File: src/rtl/branch_predictor_bht.sv
// ---------------------------------------------------------------------------
// branch_predictor_bht
//   Dynamic branch predictor: a direct-mapped, tagged branch target buffer
//   with per-entry saturating direction counters.
//
//   IF side (combinational, 0-cycle latency):
//     if_pc                      fetch PC to look up
//     pred_hit / pred_taken      entry valid with matching tag / predict taken
//     pred_target                BTB target when predicted taken, else if_pc+4
//   EX side (resolution and training):
//     ex_valid, ex_is_branch     together qualify a resolving branch
//     ex_pc, ex_taken, ex_target resolved branch PC, direction and target
//     ex_pred_taken/target       prediction carried down from IF
//     mispredict, redirect_pc    same-cycle flush request and corrected PC
//   Performance:
//     perf_branches              resolved-branch count (saturating)
//     perf_mispredicts           misprediction count (saturating)
//   clk / rst                    rising-edge clock, synchronous active-high reset
// ---------------------------------------------------------------------------
module branch_predictor_bht #(
    parameter int PC_WIDTH   = 32,
    parameter int INDEX_BITS = 4,
    parameter int TAG_BITS   = 8,
    parameter int CTR_BITS   = 2,
    parameter int PERF_BITS  = 32
) (
    input  logic                 clk,
    input  logic                 rst,
    input  logic [PC_WIDTH-1:0]  if_pc,
    output logic                 pred_hit,
    output logic                 pred_taken,
    output logic [PC_WIDTH-1:0]  pred_target,
    input  logic                 ex_valid,
    input  logic                 ex_is_branch,
    input  logic [PC_WIDTH-1:0]  ex_pc,
    input  logic                 ex_taken,
    input  logic [PC_WIDTH-1:0]  ex_target,
    input  logic                 ex_pred_taken,
    input  logic [PC_WIDTH-1:0]  ex_pred_target,
    output logic                 mispredict,
    output logic [PC_WIDTH-1:0]  redirect_pc,
    output logic [PERF_BITS-1:0] perf_branches,
    output logic [PERF_BITS-1:0] perf_mispredicts
);

    localparam int ENTRIES  = 1 << INDEX_BITS;
    localparam int TAG_LO   = INDEX_BITS + 2;
    localparam int TAG_HI   = INDEX_BITS + TAG_BITS + 1;

    localparam logic [PC_WIDTH-1:0]  PC_STEP     = PC_WIDTH'(3'd4);
    localparam logic [CTR_BITS-1:0]  CTR_ZERO    = CTR_BITS'(1'b0);
    localparam logic [CTR_BITS-1:0]  CTR_ONE     = CTR_BITS'(1'b1);
    localparam logic [CTR_BITS-1:0]  CTR_MAX     = {CTR_BITS{1'b1}};
    // Weakly not-taken is 0111..., weakly taken is its complement 1000...
    localparam logic [CTR_BITS-1:0]  CTR_WEAK_NT = CTR_MAX >> 1;
    localparam logic [CTR_BITS-1:0]  CTR_WEAK_T  = ~CTR_WEAK_NT;
    localparam logic [PERF_BITS-1:0] PERF_ZERO   = PERF_BITS'(1'b0);
    localparam logic [PERF_BITS-1:0] PERF_ONE    = PERF_BITS'(1'b1);
    localparam logic [PERF_BITS-1:0] PERF_MAX    = {PERF_BITS{1'b1}};
    localparam logic [TAG_BITS-1:0]  TAG_ZERO    = TAG_BITS'(1'b0);
    localparam logic [PC_WIDTH-1:0]  PC_ZERO     = PC_WIDTH'(1'b0);

    logic                valid_r  [ENTRIES];
    logic [TAG_BITS-1:0] tag_r    [ENTRIES];
    logic [PC_WIDTH-1:0] target_r [ENTRIES];
    logic [CTR_BITS-1:0] ctr_r    [ENTRIES];

    logic [PERF_BITS-1:0] branches_r;
    logic [PERF_BITS-1:0] mispredicts_r;

    logic [INDEX_BITS-1:0] lk_idx_s;
    logic [TAG_BITS-1:0]   lk_tag_s;
    logic [INDEX_BITS-1:0] ex_idx_s;
    logic [TAG_BITS-1:0]   ex_tag_s;
    logic                  ex_hit_s;
    logic                  resolve_s;
    logic                  mispredict_s;

    // PC bits outside index/tag never influence the table.
    logic unused_pc_bits_s;
    assign unused_pc_bits_s = ^{if_pc[1:0], ex_pc[1:0],
                                if_pc[PC_WIDTH-1:TAG_HI+1], ex_pc[PC_WIDTH-1:TAG_HI+1]};

    assign lk_idx_s = if_pc[INDEX_BITS+1:2];
    assign lk_tag_s = if_pc[TAG_HI:TAG_LO];
    assign ex_idx_s = ex_pc[INDEX_BITS+1:2];
    assign ex_tag_s = ex_pc[TAG_HI:TAG_LO];

    // IF-stage lookup against pre-update table contents.
    always_comb begin
        pred_hit    = valid_r[lk_idx_s] && (tag_r[lk_idx_s] == lk_tag_s);
        pred_taken  = pred_hit && ctr_r[lk_idx_s][CTR_BITS-1];
        if (pred_taken) begin
            pred_target = target_r[lk_idx_s];
        end else begin
            pred_target = if_pc + PC_STEP;
        end
    end

    // EX-stage resolution: detect wrong direction or wrong taken target.
    always_comb begin
        resolve_s    = ex_valid && ex_is_branch;
        ex_hit_s     = valid_r[ex_idx_s] && (tag_r[ex_idx_s] == ex_tag_s);
        mispredict_s = resolve_s &&
                       ((ex_taken != ex_pred_taken) ||
                        (ex_taken && (ex_target != ex_pred_target)));
        mispredict   = mispredict_s;
        if (ex_taken) begin
            redirect_pc = ex_target;
        end else begin
            redirect_pc = ex_pc + PC_STEP;
        end
    end

    // Table training on resolved branches.
    always_ff @(posedge clk) begin
        if (rst) begin
            for (int i = 0; i < ENTRIES; i++) begin
                valid_r[i]  <= 1'b0;
                tag_r[i]    <= TAG_ZERO;
                target_r[i] <= PC_ZERO;
                ctr_r[i]    <= CTR_WEAK_NT;
            end
        end else if (resolve_s) begin
            if (ex_hit_s) begin
                if (ex_taken) begin
                    target_r[ex_idx_s] <= ex_target;
                    if (ctr_r[ex_idx_s] != CTR_MAX) begin
                        ctr_r[ex_idx_s] <= ctr_r[ex_idx_s] + CTR_ONE;
                    end
                end else if (ctr_r[ex_idx_s] != CTR_ZERO) begin
                    ctr_r[ex_idx_s] <= ctr_r[ex_idx_s] - CTR_ONE;
                end
            end else if (ex_taken) begin
                // Taken miss: allocate, evicting any aliasing entry.
                valid_r[ex_idx_s]  <= 1'b1;
                tag_r[ex_idx_s]    <= ex_tag_s;
                target_r[ex_idx_s] <= ex_target;
                ctr_r[ex_idx_s]    <= CTR_WEAK_T;
            end
        end
    end

    // Saturating performance counters.
    always_ff @(posedge clk) begin
        if (rst) begin
            branches_r    <= PERF_ZERO;
            mispredicts_r <= PERF_ZERO;
        end else begin
            if (resolve_s && (branches_r != PERF_MAX)) begin
                branches_r <= branches_r + PERF_ONE;
            end
            if (mispredict_s && (mispredicts_r != PERF_MAX)) begin
                mispredicts_r <= mispredicts_r + PERF_ONE;
            end
        end
    end

    assign perf_branches    = branches_r;
    assign perf_mispredicts = mispredicts_r;

endmodule

File: config.mk
export PLATFORM = sky130hd
export DESIGN_NAME = branch_predictor_bht
export DESIGN_NICKNAME = d
export VERILOG_FILES = /design/src/rtl/branch_predictor_bht.sv
export SDC_FILE = /design/constraint.sdc
export NUM_CORES = 1
export LEC_CHECK = 0
export ABC_CLOCK_PERIOD_IN_PS = 8600
export CAP_MARGIN = 0
export CORE_MARGIN = 2
export CORE_UTILIZATION = 57
export DETAILED_ROUTE_END_ITERATION = 7
export GPL_TIMING_DRIVEN = 0
export PLACE_DENSITY = 0.78
export SLEW_MARGIN = 20
export SYNTH_ARGS = -nofsm -noshare
export SYNTH_HDL_FRONTEND = slang
export SYNTH_SLANG_ARGS = --single-unit
File: constraint.sdc
create_clock -name clk -period 8.6 [get_ports clk]
set_input_delay 1.72 -clock clk [delete_from_list [all_inputs] [get_ports clk]]
set_output_delay 1.72 -clock clk [all_outputs]
set_load 0.05 [all_outputs]
# == After elaboration in Yosys (flattened, before gate mapping) ==
# Memories as Yosys holds them, arrays and structs flattened.
# Index checks and enable logic that the tools add are counted.
# W data, S select, Z words.
# op_classes
eq_ne,7
bitwise,3
mux,40
n_addsub,6
reduce_logical,14
# ops
operator,count
$mux W32,4
$add A32 B1 Y32 const B,2
$add A32 B3 Y32 const B,2
$ne A32 B32 Y1 const B,2
$ne A32 B32 Y1,1
$reduce_or A32 Y1,1
$mux W1,28
$eq A8 B8 Y1,2
$mux W4,4
$logic_and A1 B1 Y1,8
$mux W8,1
$reduce_or A8 Y1,1
$mux W2,3
$or A1 B1 Y1,3
$add A2 B1 Y2 const B,1
$ne A2 B2 Y1 const B,1
$reduce_bool A2 Y1,1
$reduce_or A2 Y1,1
$sub A2 B1 Y2 const B,1
$logic_or A1 B1 Y1,1
$ne A1 B1 Y1,1
$reduce_or A1 Y1,1
# word_totals
ramBits,688
input_bits,134
wordCells,76
register_bits,64
output_inout_bits,131
memories,4
# memory_table
name,words,word_bits,read_ports,rd_clocked_by_memory_dff,wr,line_no,text
target_r,16,32,1,0,16,65,logic [PC_WIDTH-1:0] target_r [ENTRIES];
tag_r,16,8,2,0,16,64,logic [TAG_BITS-1:0] tag_r [ENTRIES];
ctr_r,16,2,2,0,16,66,logic [CTR_BITS-1:0] ctr_r [ENTRIES];
valid_r,16,1,2,0,16,63,logic valid_r [ENTRIES];

# == Depth between registers and ports, before layout ==
# An unclocked memory read counts as a cell.
# logic_depth
word_depth,12
depth_mapped,13

# == Worst setup path before layout ==
# No wires, ideal clock.
# synth_path
path_kind,input to output
start,in if_pc[2]
end,out pred_taken
slack_ns,1.231
required_time_ns,6.880
path_stages,8
n_path_buf,2
t_arrival_ns,5.649
cell_sequence,buf_4 -> buf_6 -> mux4_2 -> mux4_2 -> xnor2_1 -> nand2_1 -> nor4_1 -> nor2b_1
# synth_via
elab_chain_cells,4
# synth_lines
element,line_no,text
"start, declared",29,"input logic [PC_WIDTH-1:0] if_pc,"
$mem_v2 Z16 W8,--,
$eq A8 B8 Y1,91,pred_hit = valid_r[lk_idx_s] && (tag_r[lk_idx_s] == lk_tag_s);
$logic_and A1 B1 Y1 (*),91,
via pred_hit,30,"output logic pred_hit,"
$logic_and A1 B1 Y1 (*),92,pred_taken = pred_hit && ctr_r[lk_idx_s][CTR_BITS-1];
"end, declared",31,"output logic pred_taken,"
# The timed path passes the listed nets; every way through them passes the cells marked *.

# == Worst setup path in the final report ==
# layout_path
start,in if_pc[3]
end,out pred_target[13]
# layout_via
elab_chain_cells,5
# layout_lines
element,line_no,text
$mem_v2 Z16 W8,--,
$eq A8 B8 Y1,91,
$logic_and A1 B1 Y1,91,
$logic_and A1 B1 Y1,92,
$mux W32 (*),93,if (pred_taken) begin
"end, declared",32,"output logic [PC_WIDTH-1:0] pred_target,"
# Every way passes the cells marked *; elsewhere a longest branch is shown, timed or not.

==> flow_summary.ini <==
[worst_setup_path]
reg2reg_setup_slack_ns = 4.37
worstSetupStartpoint = if_pc[3]
critPathKind = in2out
crit_fanout = 10
start_kind = primary input
end_kind = primary output
worstReg2RegStart = tag_r[5][6]
cp.arrival_ns = 6.81
r2r_cells = 9
crit_required_ns = 6.88
rr_endpoint = tag_r[5][3]
crit_path_end = pred_target[13]

[yosys]
netlist_area_um2 = 37410
ys_warn_count = 0
ys_seq_area_frac = 0.5822
synth_cells = 2736
synthFlopType = edfxtp_1
synth_cell_type_count = 58
async_flop_share = 0
syn_nets = 2877
synth_seq_cells = 752
synth_edf_count = 672
postSynthAreaPerCell_um2 = 13.67

[place]
dp.cells = 3879
gp_congestion = 0.9402
portBuffers = 256
dpl.hpwl_mm = 84.64

[floorplan]
start_util = 0.5782
die_area_um2 = 67700
fp.dieW_um = 260.2
io_pins = 265
die_y_um = 260.2
core_um2 = 64700
rows = 93

[grt]
grt_max_degree = 15
grt_pass1_vias = 26840
grt_pass1_wl_mm = 173.5
antenna_found_initial = 8
overflow = 0
track_usage = 0.3557

[job]
drv_cap = 0

[routing]
viasPerCell = 6.592
drtIter0Drc = 3516
drtAntennaViolNets = 0
dr.pass1.iters = 8
finalWirelength_mm = 120.0
vias = 26510
drc_errors = 0
avgRoutedWirePerCell_um = 29.84

[pwr]
finalPower_w = 0.008582
power_density_nw_per_um2 = 192.5
peakVddDrop_mv = 0.1472
p_leak_nw = 15.12

[run_status]
status = finished, final reports clean

[clock_tree]
cts_buffers = 78
cts_htree_levels = 3
clk_latency_ns = 0.63
cts_hold_buf = 0
ctsLongestPathBuffers = 3
clkSlewWorstSetupHoldPaths_ns = 0.06
cts_tree = built
root_buffer = clkbuf_16
clock_sinks = 752

[sta]
finalClockSkew_ns = 0.01763
drv_slew = 0
hold_slack_ns = 0.4947
rsz0062_at_grt = no
fin_crit_ns = 8.526
setup_viol = 0
finalCritPeriodShare = 0.9914
hold_viol = 0
max_slew_margin = 0.2160
timing.fmax_ghz = 0.1173
worstMarginPinSlew_ns = 1.176

[final_layout]
fin_cells = 4021
area_delta_synth_final_pct = 19.15
finalCoreUtilization = 0.6889
layout-drive-gt1-share = 0.1596
nets = 3245

[min_path]
hold_path.class = reg2reg
-- metal layers --
metal / global-route usage / wire [µm] / vias up / part of all wire
li1: - / - / 10850 / -
met1: 0.4619 / 41730 / 13230 / 0.35
met2: 0.5624 / 56320 / 2026 / 0.47
met3: 0.09776 / 15530 / 391 / 0.13
met4: 0.1629 / 6386 / 6 / 0.053
met5: 0 / 41 / - / 0.00034
-- cells in the mapped netlist, types with 14 or more instances --
cell | instances | area, µm²
nand4_1 | 36 | 225.2
nor2b_1 | 18 | 112.6
or3_1 | 15 | 93.84
nor4_1 | 26 | 162.7
a21oi_1 | 25 | 125.1
nand2_1 | 135 | 506.7
o21ai_0 | 77 | 385.4
buf_2 | 24 | 120.1
and3_1 | 25 | 156.4
xor2_1 | 90 | 788.3
clkbuf_1 | 182 | 683.2
dfxtp_1 | 80 | 1602
nand3_1 | 64 | 320.3
buf_1 | 20 | 75.07
xnor2_1 | 47 | 411.6
mux2_2 | 39 | 439.2
a32o_1 | 15 | 150.1
mux2i_1 | 38 | 380.4
nor3_1 | 14 | 70.07
a22oi_1 | 14 | 105.1
inv_1 | 14 | 52.55
and2_1 | 518 | 3241
nor2_1 | 223 | 837.1
mux4_2 | 240 | 5405
edfxtp_1 | 672 | 20180
-- placed cells by master (no fill, tap or decap), types with 25 or more instances in the layout --
master,count
and2_1,518
buf_2,25
mux2i_1,38
nand3_1,64
clkdlybuf4s50_1,256
o21ai_0,61
nand4_1,36
and3_1,25
xnor2_1,47
nand2_1,135
nor2_1,223
mux4_2,240
nor4_1,26
edfxtp_1,672
xor2_1,90
mux2_2,39
a21oi_1,25
dfxtp_1,80
clkbuf_16,81
clkbuf_1,191
buf_16,28
-- report_power, final --
part,switching [W],internal [W]
sequential,0.0000611,0.00414
clock,0.00145,0.00193
combinational,0.000597,0.000407
total,0.00211,0.00648
-- how the worst min path moves through the flow --
stage          cells after the start  slack (ns)        start           to
3_5_place_dp                       1        0.48  valid_r[14]  valid_r[14]
5_1_grt                            1        0.51   valid_r[1]   valid_r[1]
4_1_cts                            1        0.49   valid_r[1]   valid_r[1]
6_report                           1        0.49   valid_r[8]   valid_r[8]
3_3_place_gp                       1        0.46  valid_r[12]  valid_r[12]
2_1_floorplan                      1        0.45  valid_r[11]  valid_r[11]
-- metrics by stage --
step / setup TNS, ns / worst slack (ns) / cell area (µm²)
CTS: 0 / 0.01704 / 44550
finish: 0 / 0.07420 / 44570
global route: 0 / 0.007605 / 44570
floorplan: 0 / 1.231 / 37410
global placement: -577.92 / -1.489 / 41040
detailed placement: -1.913 / -0.2203 / 42060
-- cells by family (layout without fill, tap and decap cells) --
| family | Yosys count | count (layout) | synth area share |
|---|---|---|---|
| and+or+nand+nor | 1110 | 1110 | 0.1612 |
| other | 0 | 2 | 0 |
| buffers and inverters | 250 | 678 | 0.02749 |
| muxes | 320 | 320 | 0.1673 |
| adders and majority gates | 7 | 7 | 0.002341 |
| xor gates and xnor gates | 137 | 137 | 0.03207 |
| DFF | 752 | 752 | 0.5822 |
| AOI/OAI and AO/OA | 160 | 160 | 0.02739 |
-- sequential cells by signal (all words and copies together), names as in the netlist --
register and count:
ctr_r 32, valid_r 16, target_r 512, perf_branches 32, perf_mispredicts 32, tag_r 128
-- final cells by class --
class | count | area [µm²]
inverters | 14 | 52.55
well taps | 855 | 1070
repair buffers | 288 | 3393
flip-flops and latches | 752 | 21780
diodes | 2 | 5.005
fillers | 4408 | 20120
multi-input cells | 1734 | 14790
clock buffers | 101 | 2132
clock inverters | 39 | 355.3
plain buffers | 236 | 998.5
-- timing repair --
action / 4_1_cts / 5_1_grt
resized for setup: 3 / 7
pin swaps: 0 / 0
setup buffers: 0 / 0
setup endpoints to repair: 19 / 14
-- critical path: stages --
cell,delay (ns)
clkdlybuf4s50_1,0.56
buf_2,0.36
buf_1,0.83
mux4_2,0.42
mux2i_1,0.38
a21oi_1,0.16
xnor2_1,0.17
nand2_1,0.08
or4b_1,0.46
buf_2,0.26
buf_6,0.22
mux2_2,0.32
clkdlybuf4s50_1,0.83
No activity file was read; power rests on OpenSTA's default activity.
